--- src/rtl/mc_control_if.sv ---
// Control bundle between the multi-cycle controller and the shared-ALU datapath.
// master = controller (drives strobes), slave = datapath/instruction side.
interface mc_control_if #(
    parameter int OP_W = 6
);
    logic [OP_W-1:0] op_code;
    logic            mem_ready;
    logic            PCWrite;
    logic            PCWriteCond;
    logic            IorD;
    logic            MemRead;
    logic            MemWrite;
    logic            IRWrite;
    logic            MemtoReg;
    logic            RegDst;
    logic            RegWrite;
    logic            ALUSrcA;
    logic [1:0]      ALUSrcB;
    logic [1:0]      ALUOp;
    logic [1:0]      PCSource;
    logic [3:0]      state;
    logic            illegal_op;
    logic            instr_done;

    modport master (
        input  op_code, mem_ready,
        output PCWrite, PCWriteCond, IorD, MemRead, MemWrite, IRWrite,
               MemtoReg, RegDst, RegWrite, ALUSrcA, ALUSrcB, ALUOp,
               PCSource, state, illegal_op, instr_done
    );

    modport slave (
        output op_code, mem_ready,
        input  PCWrite, PCWriteCond, IorD, MemRead, MemWrite, IRWrite,
               MemtoReg, RegDst, RegWrite, ALUSrcA, ALUSrcB, ALUOp,
               PCSource, state, illegal_op, instr_done
    );
endinterface

--- src/rtl/mc_control.sv ---
// Multi-cycle main controller: Moore FSM sequencing fetch/decode/execute/
// memory/write-back and driving the shared-ALU datapath strobes.
module mc_control #(
    parameter int OP_W     = 6,
    parameter int OP_RTYPE = 0,
    parameter int OP_LW    = 35,
    parameter int OP_SW    = 43,
    parameter int OP_BEQ   = 4,
    parameter int OP_J     = 2,
    parameter int OP_ADDI  = 8
) (
    input  logic          clk,
    input  logic          rst_n,
    mc_control_if.master  bus
);

    typedef enum logic [3:0] {
        S_FETCH  = 4'd0,
        S_DECODE = 4'd1,
        S_MEMADR = 4'd2,
        S_MEMRD  = 4'd3,
        S_MEMWB  = 4'd4,
        S_MEMWR  = 4'd5,
        S_EXEC   = 4'd6,
        S_RCOMP  = 4'd7,
        S_BRANCH = 4'd8,
        S_JUMP   = 4'd9,
        S_ADDIEX = 4'd10,
        S_ADDIWB = 4'd11
    } state_e;

    state_e state_q, state_d;

    logic       pc_write, pc_write_cond, iord, mem_read, mem_write, ir_write;
    logic       mem_to_reg, reg_dst, reg_write, alu_src_a, illegal, done;
    logic [1:0] alu_src_b, alu_op, pc_source;

    logic [OP_W-1:0] op;
    assign op = bus.op_code;

    // State register; reset returns to FETCH and abandons any instruction.
    always_ff @(posedge clk or negedge rst_n) begin
        if (!rst_n) state_q <= S_FETCH;
        else        state_q <= state_d;
    end

    // Next-state logic; opcode is only consulted in DECODE and MEMADR.
    always_comb begin
        state_d = S_FETCH;
        case (state_q)
            S_FETCH:  state_d = bus.mem_ready ? S_DECODE : S_FETCH;
            S_DECODE: begin
                if (op == OP_W'(OP_LW) || op == OP_W'(OP_SW)) state_d = S_MEMADR;
                else if (op == OP_W'(OP_RTYPE))               state_d = S_EXEC;
                else if (op == OP_W'(OP_BEQ))                 state_d = S_BRANCH;
                else if (op == OP_W'(OP_J))                   state_d = S_JUMP;
                else if (op == OP_W'(OP_ADDI))                state_d = S_ADDIEX;
                else                                          state_d = S_FETCH;
            end
            S_MEMADR: state_d = (op == OP_W'(OP_LW)) ? S_MEMRD : S_MEMWR;
            S_MEMRD:  state_d = bus.mem_ready ? S_MEMWB : S_MEMRD;
            S_MEMWR:  state_d = bus.mem_ready ? S_FETCH : S_MEMWR;
            S_EXEC:   state_d = S_RCOMP;
            S_ADDIEX: state_d = S_ADDIWB;
            default:  state_d = S_FETCH; // completion states and unused codes
        endcase
    end

    // Output decode from state (plus mem_ready in wait states); forced low in reset.
    always_comb begin
        pc_write = 1'b0; pc_write_cond = 1'b0; iord = 1'b0; mem_read = 1'b0;
        mem_write = 1'b0; ir_write = 1'b0; mem_to_reg = 1'b0; reg_dst = 1'b0;
        reg_write = 1'b0; alu_src_a = 1'b0; alu_src_b = 2'b00; alu_op = 2'b00;
        pc_source = 2'b00; illegal = 1'b0; done = 1'b0;
        if (rst_n) begin
            case (state_q)
                S_FETCH: begin
                    mem_read  = 1'b1;
                    alu_src_b = 2'b01;
                    ir_write  = bus.mem_ready;
                    pc_write  = bus.mem_ready;
                end
                S_DECODE: begin
                    alu_src_b = 2'b11;
                    if (!(op == OP_W'(OP_LW) || op == OP_W'(OP_SW) ||
                          op == OP_W'(OP_RTYPE) || op == OP_W'(OP_BEQ) ||
                          op == OP_W'(OP_J) || op == OP_W'(OP_ADDI))) begin
                        illegal = 1'b1;
                        done    = 1'b1;
                    end
                end
                S_MEMADR, S_ADDIEX: begin
                    alu_src_a = 1'b1;
                    alu_src_b = 2'b10;
                end
                S_MEMRD: begin
                    mem_read = 1'b1;
                    iord     = 1'b1;
                end
                S_MEMWB: begin
                    reg_write  = 1'b1;
                    mem_to_reg = 1'b1;
                    done       = 1'b1;
                end
                S_MEMWR: begin
                    mem_write = 1'b1;
                    iord      = 1'b1;
                    done      = bus.mem_ready;
                end
                S_EXEC: begin
                    alu_src_a = 1'b1;
                    alu_op    = 2'b10;
                end
                S_RCOMP: begin
                    reg_write = 1'b1;
                    reg_dst   = 1'b1;
                    done      = 1'b1;
                end
                S_BRANCH: begin
                    alu_src_a     = 1'b1;
                    alu_op        = 2'b01;
                    pc_write_cond = 1'b1;
                    pc_source     = 2'b01;
                    done          = 1'b1;
                end
                S_JUMP: begin
                    pc_write  = 1'b1;
                    pc_source = 2'b10;
                    done      = 1'b1;
                end
                S_ADDIWB: begin
                    reg_write = 1'b1;
                    done      = 1'b1;
                end
                default: ; // unused codes: all strobes stay low
            endcase
        end
    end

    assign bus.PCWrite     = pc_write;
    assign bus.PCWriteCond = pc_write_cond;
    assign bus.IorD        = iord;
    assign bus.MemRead     = mem_read;
    assign bus.MemWrite    = mem_write;
    assign bus.IRWrite     = ir_write;
    assign bus.MemtoReg    = mem_to_reg;
    assign bus.RegDst      = reg_dst;
    assign bus.RegWrite    = reg_write;
    assign bus.ALUSrcA     = alu_src_a;
    assign bus.ALUSrcB     = alu_src_b;
    assign bus.ALUOp       = alu_op;
    assign bus.PCSource    = pc_source;
    assign bus.state       = state_q;
    assign bus.illegal_op  = illegal;
    assign bus.instr_done  = done;

endmodule

--- src/flat_wrapper.sv ---
// flat-port wrapper written by rule: the top's interface ports become plain ports
module mc_control_flat 
#(
    parameter int OP_W     = 6,
    parameter int OP_RTYPE = 0,
    parameter int OP_LW    = 35,
    parameter int OP_SW    = 43,
    parameter int OP_BEQ   = 4,
    parameter int OP_J     = 2,
    parameter int OP_ADDI  = 8
)
  (clk, rst_n, bus_op_code, bus_mem_ready, bus_PCWrite, bus_PCWriteCond, bus_IorD, bus_MemRead, bus_MemWrite, bus_IRWrite, bus_MemtoReg, bus_RegDst, bus_RegWrite, bus_ALUSrcA, bus_ALUSrcB, bus_ALUOp, bus_PCSource, bus_state, bus_illegal_op, bus_instr_done);
  mc_control_if #(.OP_W(OP_W)) bus_i ();
  input  logic clk;
  input  logic rst_n;
  input wire logic [$bits(bus_i.op_code)-1:0] bus_op_code;
  input wire logic [$bits(bus_i.mem_ready)-1:0] bus_mem_ready;
  output wire logic [$bits(bus_i.PCWrite)-1:0] bus_PCWrite;
  output wire logic [$bits(bus_i.PCWriteCond)-1:0] bus_PCWriteCond;
  output wire logic [$bits(bus_i.IorD)-1:0] bus_IorD;
  output wire logic [$bits(bus_i.MemRead)-1:0] bus_MemRead;
  output wire logic [$bits(bus_i.MemWrite)-1:0] bus_MemWrite;
  output wire logic [$bits(bus_i.IRWrite)-1:0] bus_IRWrite;
  output wire logic [$bits(bus_i.MemtoReg)-1:0] bus_MemtoReg;
  output wire logic [$bits(bus_i.RegDst)-1:0] bus_RegDst;
  output wire logic [$bits(bus_i.RegWrite)-1:0] bus_RegWrite;
  output wire logic [$bits(bus_i.ALUSrcA)-1:0] bus_ALUSrcA;
  output wire logic [$bits(bus_i.ALUSrcB)-1:0] bus_ALUSrcB;
  output wire logic [$bits(bus_i.ALUOp)-1:0] bus_ALUOp;
  output wire logic [$bits(bus_i.PCSource)-1:0] bus_PCSource;
  output wire logic [$bits(bus_i.state)-1:0] bus_state;
  output wire logic [$bits(bus_i.illegal_op)-1:0] bus_illegal_op;
  output wire logic [$bits(bus_i.instr_done)-1:0] bus_instr_done;
  assign bus_i.op_code = bus_op_code;
  assign bus_i.mem_ready = bus_mem_ready;
  assign bus_PCWrite = bus_i.PCWrite;
  assign bus_PCWriteCond = bus_i.PCWriteCond;
  assign bus_IorD = bus_i.IorD;
  assign bus_MemRead = bus_i.MemRead;
  assign bus_MemWrite = bus_i.MemWrite;
  assign bus_IRWrite = bus_i.IRWrite;
  assign bus_MemtoReg = bus_i.MemtoReg;
  assign bus_RegDst = bus_i.RegDst;
  assign bus_RegWrite = bus_i.RegWrite;
  assign bus_ALUSrcA = bus_i.ALUSrcA;
  assign bus_ALUSrcB = bus_i.ALUSrcB;
  assign bus_ALUOp = bus_i.ALUOp;
  assign bus_PCSource = bus_i.PCSource;
  assign bus_state = bus_i.state;
  assign bus_illegal_op = bus_i.illegal_op;
  assign bus_instr_done = bus_i.instr_done;
  mc_control #(.OP_W(OP_W), .OP_RTYPE(OP_RTYPE), .OP_LW(OP_LW), .OP_SW(OP_SW), .OP_BEQ(OP_BEQ), .OP_J(OP_J), .OP_ADDI(OP_ADDI)) u_core (.clk(clk), .rst_n(rst_n), .bus(bus_i));
endmodule
--- config.mk ---
export PLATFORM = sky130hd
export DESIGN_NAME = mc_control_flat
export DESIGN_NICKNAME = d
export VERILOG_FILES = /design/src/rtl/mc_control_if.sv /design/src/rtl/mc_control.sv /design/src/flat_wrapper.sv
export SDC_FILE = /design/constraint.sdc
export NUM_CORES = 1
export LEC_CHECK = 0
export ABC_AREA = 1
export ABC_CLOCK_PERIOD_IN_PS = 2270
export BUFFER_PORTS_ARGS = -buffer_cell sky130_fd_sc_hd__buf_2
export CORE_MARGIN = 2
export CORE_UTILIZATION = 30
export DETAILED_ROUTE_END_ITERATION = 6
export MAX_ROUTING_LAYER = met4
export PLACE_DENSITY = 0.57
export SLEW_MARGIN = 20
export SYNTH_ARGS = -nofsm -noshare
export SYNTH_HDL_FRONTEND = slang
export SYNTH_SLANG_ARGS = --single-unit
--- constraint.sdc ---
create_clock -name clk -period 2.27 [get_ports clk]
set_clock_uncertainty 0.15 [all_clocks]
set_input_delay 0.1135 -clock clk [delete_from_list [all_inputs] [get_ports clk]]
set_output_delay 0.1135 -clock clk [all_outputs]
set_load 0.05 [all_outputs]
### Word-level counts from Yosys, hierarchy flattened

Cells that the tools add are included.

| storage, ports and cells | value |
|---|---|
| flip-flop bits (word level) | 4 |
| output and inout port bits | 22 |

| cells by class | value |
|---|---|
| equal/unequal tests | 16 |
| muxes and demuxes | 41 |
| reduce and logical (&&, ||, !) cells | 13 |

Operator list:

| kind | count |
|---|---|
| $pmux W4 S7 | 1 |
| $mux W1 | 24 |
| $mux W4 | 5 |
| $eq A4 B3 Y1 const B | 4 |
| $eq A4 B4 Y1 const B | 4 |
| $eq A6 B6 Y1 const B | 2 |
| $mux W3 | 3 |
| $eq A4 B2 Y1 const B | 2 |
| $pmux W2 S2 | 2 |
| $eq A6 B2 Y1 const B | 1 |
| $eq A6 B3 Y1 const B | 1 |
| $eq A6 B4 Y1 const B | 1 |
| $logic_not A6 Y1 | 1 |
| $mux W2 | 3 |
| $pmux W2 S3 | 1 |
| $reduce_or A2 Y1 | 3 |
| $logic_or A1 B1 Y1 | 5 |
| $reduce_or A5 Y1 | 1 |
| $eq A4 B1 Y1 const B | 1 |
| $logic_not A4 Y1 | 1 |
| $reduce_or A4 Y1 | 1 |
| $pmux W1 S3 | 1 |
| $reduce_or A3 Y1 | 1 |
| $pmux W1 S2 | 1 |

### Logic depth before layout (Yosys ltp)

| logic depth | value |
|---|---|
| depth after elaboration | 9 |
| depth in mapped cells | 9 |
| mapped depth without buffers | 8 |

### Worst setup path after synthesis

OpenSTA, ideal clock, no wires.

| timing | value |
|---|---|
| kind | flip-flop to output port |
| from | register u_core.state_q[0], in the netlist u_core.bus.state[0] |
| to | output bus_MemtoReg |
| arrival time | 2.340 ns |
| path slack | -0.334 ns |
| cell stages (with the launch flop) | 3 |
| path through | dfrtp_1 -> buf_4 -> nor4_1 |

| on the way | value |
|---|---|
| word-level cells in the longest chain between the ends | 3 |

RTL lines:

| item | RTL line | text |
|---|---|---|
| start: declaration | mc_control.sv:32 | `state_e state_q, state_d;` |
| start signal: assignment | mc_control.sv:44 | `else state_q <= state_d;` |
| $eq A4 B3 Y1 | mc_control.sv:76 | `case (state_q)` |
| $mux W1 | mc_control.sv:76 |  |
| $mux W1 | mc_control.sv:75 | `if (rst_n) begin` |
| end: declaration | flat_wrapper.sv:24 | `output wire logic [$bits(bus_i.MemtoReg)-1:0] bus_MemtoReg;` |

Every way passes these cells.

### Worst setup path after layout

| timing | value |
|---|---|
| from | register u_core.state_q[1], in the netlist u_core.bus.state[1] |
| to | output bus_instr_done |

| on the way | value |
|---|---|
| word-level cells in the longest chain between the ends | 4 |
| elaborated cells on any way between the ends | 10 |

RTL lines:

| item | RTL line | text |
|---|---|---|
| $eq A4 B3 Y1 / $eq A4 B4 Y1 (equally long branches) | mc_control.sv:76 |  |
| $reduce_or A5 Y1 (no line) | - |  |
| $pmux W1 S3 * | mc_control.sv:76 |  |
| $mux W1 * | mc_control.sv:75 |  |
| end: declaration | flat_wrapper.sv:33 | `output wire logic [$bits(bus_i.instr_done)-1:0] bus_instr_done;` |

Mark *: on every way between the ends. The rest lies on a longest branch, timed or not.

==> flow_summary_export.csv <==
group,metric,value,unit
setup_path,start_kind,"register",
outcome,outcome,"complete, no violations",
setup_path,end_kind,"output port",
hold_path,worstHoldEndpoint,"u_core.bus.state[0]$_DFF_PN0_",
setup_path,cp.arrival,1.71,ns
clock_tree,h-tree-depth,1,
pwr,vdd_drop_max,207,uV
final_layout,fin_util,44.3,%
floorplan,fp.dieArea,2170,um2
routing,viasPerCell,4.59,
setup_path,critPathLaunch,"u_core.bus.state[1]$_DFF_PN0_",
final_layout,final.fill_count,193,
floorplan,ios,31,
setup_path,r2r-end,"u_core.bus.state[0]$_DFF_PN0_",
setup_path,cp_data_required_time,2.01,ns
setup_path,crit-reg2reg-launch,"u_core.bus.state[1]$_DFF_PN0_",
setup_path,r2r_setup_slack,0.83,ns
placement,place_hpwl,1.32,mm
sta,max_freq,506,MHz
floorplan,start_util,31.8,%
global_routing,grt_pass1_wl,2.48,mm
placement,port_buffers,30,
global_routing,grt_max_degree,16,
routing,wire_per_inst,10.2,um
global_routing,grt_use_total,16.6,%
global_routing,grt_antenna_before_repair,0,
hold_path,hold_path_depth,4,
clock_tree,numCtsBuffers,3,
sta,fin_tns_setup,0,ns
clock_tree,cts_tree,"yes",
pwr,p_leak,0.448,nW
sta,worst_pin_slew,0.504,ns
final_layout,synthToLayoutAreaGrowth,39.4,%
clock_tree,clockRootBuffer,"clkbuf_4",
pwr,power.density,491,nW/um2
sta,rsz0062_at_grt,"false",
placement,place_congestion,0.772,
hold_path,min_from,"bus_op_code[0]",
final_layout,n_antenna_cell,0,
sta,drv_slew,0,
routing,drtPass1Iterations,4,
setup_path,ff2ff_path_depth,7,
final_layout,multi_input_area,387,um2
yosys,avgSynthCellArea,5.38,um2
routing,antenna_left,0,
final_layout,largest_reg_flops,4,
clock_tree,clock-sinks,4,
floorplan,coreArea,1710,um2
floorplan,chipHeight,46.5,um
clock_tree,cts_resized,0,
sta,fin_crit,1.97,ns
final_layout,regArea,100,um2
sta,timing.final.crit_share,87.0,%
final_layout,finalNetCount,143,
routing,wirelength,1.60,mm
routing,drc_errors,0,
setup_path,worstPathMaxFanout,7,
global_routing,grt_pass1_vias,617,
sta,hold_violations,0,
yosys,synth_fp_nets,110,
yosys,ys_seq_elements,4,
routing,drt_iter0_markers,17,
hold_path,holdCritPathClass,"input pin to register",
sta,relSlewSlack,66.4,%
routing,via_count,720,
floorplan,row_count,15,
clock_tree,ctsLongestPathBuffers,2,
yosys,synth_cell_types,19,
clock_tree,clkTransAtPathRegs,0.04,ns
floorplan,die_w,46.5,um
sta,finalSetupViolations,0,
clock_tree,clk_latency,0.23,ns
final_layout,drive_above_1_share,32.6,%
yosys,seq_area_frac_synth,18.4,%
yosys,syn-cell-area,543,um2
global_routing,gr-total-overflow,0,
yosys,ys_warn_count,0,
run,drv_cap,0,
setup_path,critPathKind,"register to output port",
yosys,synth_cells,101,
==> worst max path at each step <==
stage and endpoint:
3_3_place_gp bus_instr_done, 6_report bus_instr_done, 2_1_floorplan bus_ALUSrcA, 3_5_place_dp bus_instr_done, 4_1_cts bus_instr_done, 5_1_grt bus_instr_done
==> layout make-up <==
type                    count  area share (%)
well taps                  25            4.13
multi-input cells          79            51.1
clock buffers               3            2.98
inverters                  15            7.44
repair buffers             31            21.2
flip-flops and latches      4            13.2
==> layout by cell type (no fill, tap or decap) <==
cell type | synthesis | routed
dlygate4sd3_1 | 0 | 1
nor2_2 | 1 | 2
inv_2 | 1 | 1
xnor2_1 | 1 | 1
dfrtp_1 | 4 | 4
a21oi_1 | 2 | 2
nand3_2 | 1 | 1
clkbuf_4 | 0 | 3
nor3_2 | 0 | 2
nand2_1 | 21 | 21
nand2_4 | 1 | 1
o21ai_0 | 3 | 3
nor2_1 | 27 | 26
nor2_4 | 2 | 2
nor4_2 | 0 | 1
buf_2 | 0 | 30
o21ai_1 | 2 | 2
a31oi_1 | 2 | 2
nand3_1 | 13 | 13
inv_1 | 14 | 14
==> layer usage <==
layer | share of wire (%) | wire [um] | track usage (%) | up-vias
li1 | - | - | - | 378
met1 | 41 | 658 | 19.0 | 321
met2 | 54 | 869 | 28.6 | 19
met3 | 3.4 | 54 | 1.18 | 2
met4 | 1.2 | 19 | 8.57 | 0
met5 | 0 | 0 | - | -
==> kinds of logic (layout without fill, tap and decap cells) <==
logic type             Yosys count  in the layout  share of synthesized area [%]
AND/OR/NAND/NOR                 69             69                           57.4
buffers and inverters           18             49                           13.8
AO/OA/AOI/OAI                    9              9                           8.75
flip-flops                       4              4                           18.4
XOR/XNOR                         1              1                           1.61
==> metrics by stage <==
| step | hold slack [ns] | power (W) | setup WS (ns) | instances | cell area, um2 |
|---|---|---|---|---|---|
| finish | 0.0698 | 0.000371 | 0.296 | 157 | 757 |
| global placement | -0.217 | 0.000283 | 0.496 | 153 | 724 |
| floorplan | -0.332 | 0.000242 | -0.0152 | 101 | 562 |
| detailed placement | -0.217 | 0.000283 | 0.525 | 153 | 724 |
| global route | 0.104 | 0.000394 | 0.169 | 157 | 757 |
| CTS | 0.0677 | 0.000375 | 0.269 | 157 | 757 |
==> Yosys cell counts, drive strengths merged <==
cell type | instances | share of area [%]
nor3 | 2 | 1.8
buf | 3 | 3.5
inv | 15 | 10
xnor2 | 1 | 1.6
nand2 | 22 | 17
o21ai | 5 | 4.6
dfrtp | 4 | 18
a31oi | 2 | 2.3
nor4 | 1 | 1.2
a21oi | 2 | 1.8
nand3 | 14 | 14
nor2 | 30 | 24
==> critical path, cell delays in order (launching register included) <==
cell	delay [ns]
dfrtp_1	0.46
inv_2	0.16
nand2_4	0.07
nor2_4	0.16
nand3_2	0.11
nor2_1	0.13
nor2_1	0.05
nor2_1	0.07
buf_2	0.27
==> repair_timing <==
item | 4_1_cts | 5_1_grt
hold endpoints to repair | 4 | 0
setup buffers | 0 | 0
hold buffers | 1 | 0
==> where the power goes <==
group          switching [W]  internal (W)  total (W)
clock network      0.0000296     0.0000592  0.0000888
registers          0.0000132     0.0000765  0.0000897
logic               0.000143     0.0000496   0.000193
No activity file was read; power rests on OpenSTA's default activity.
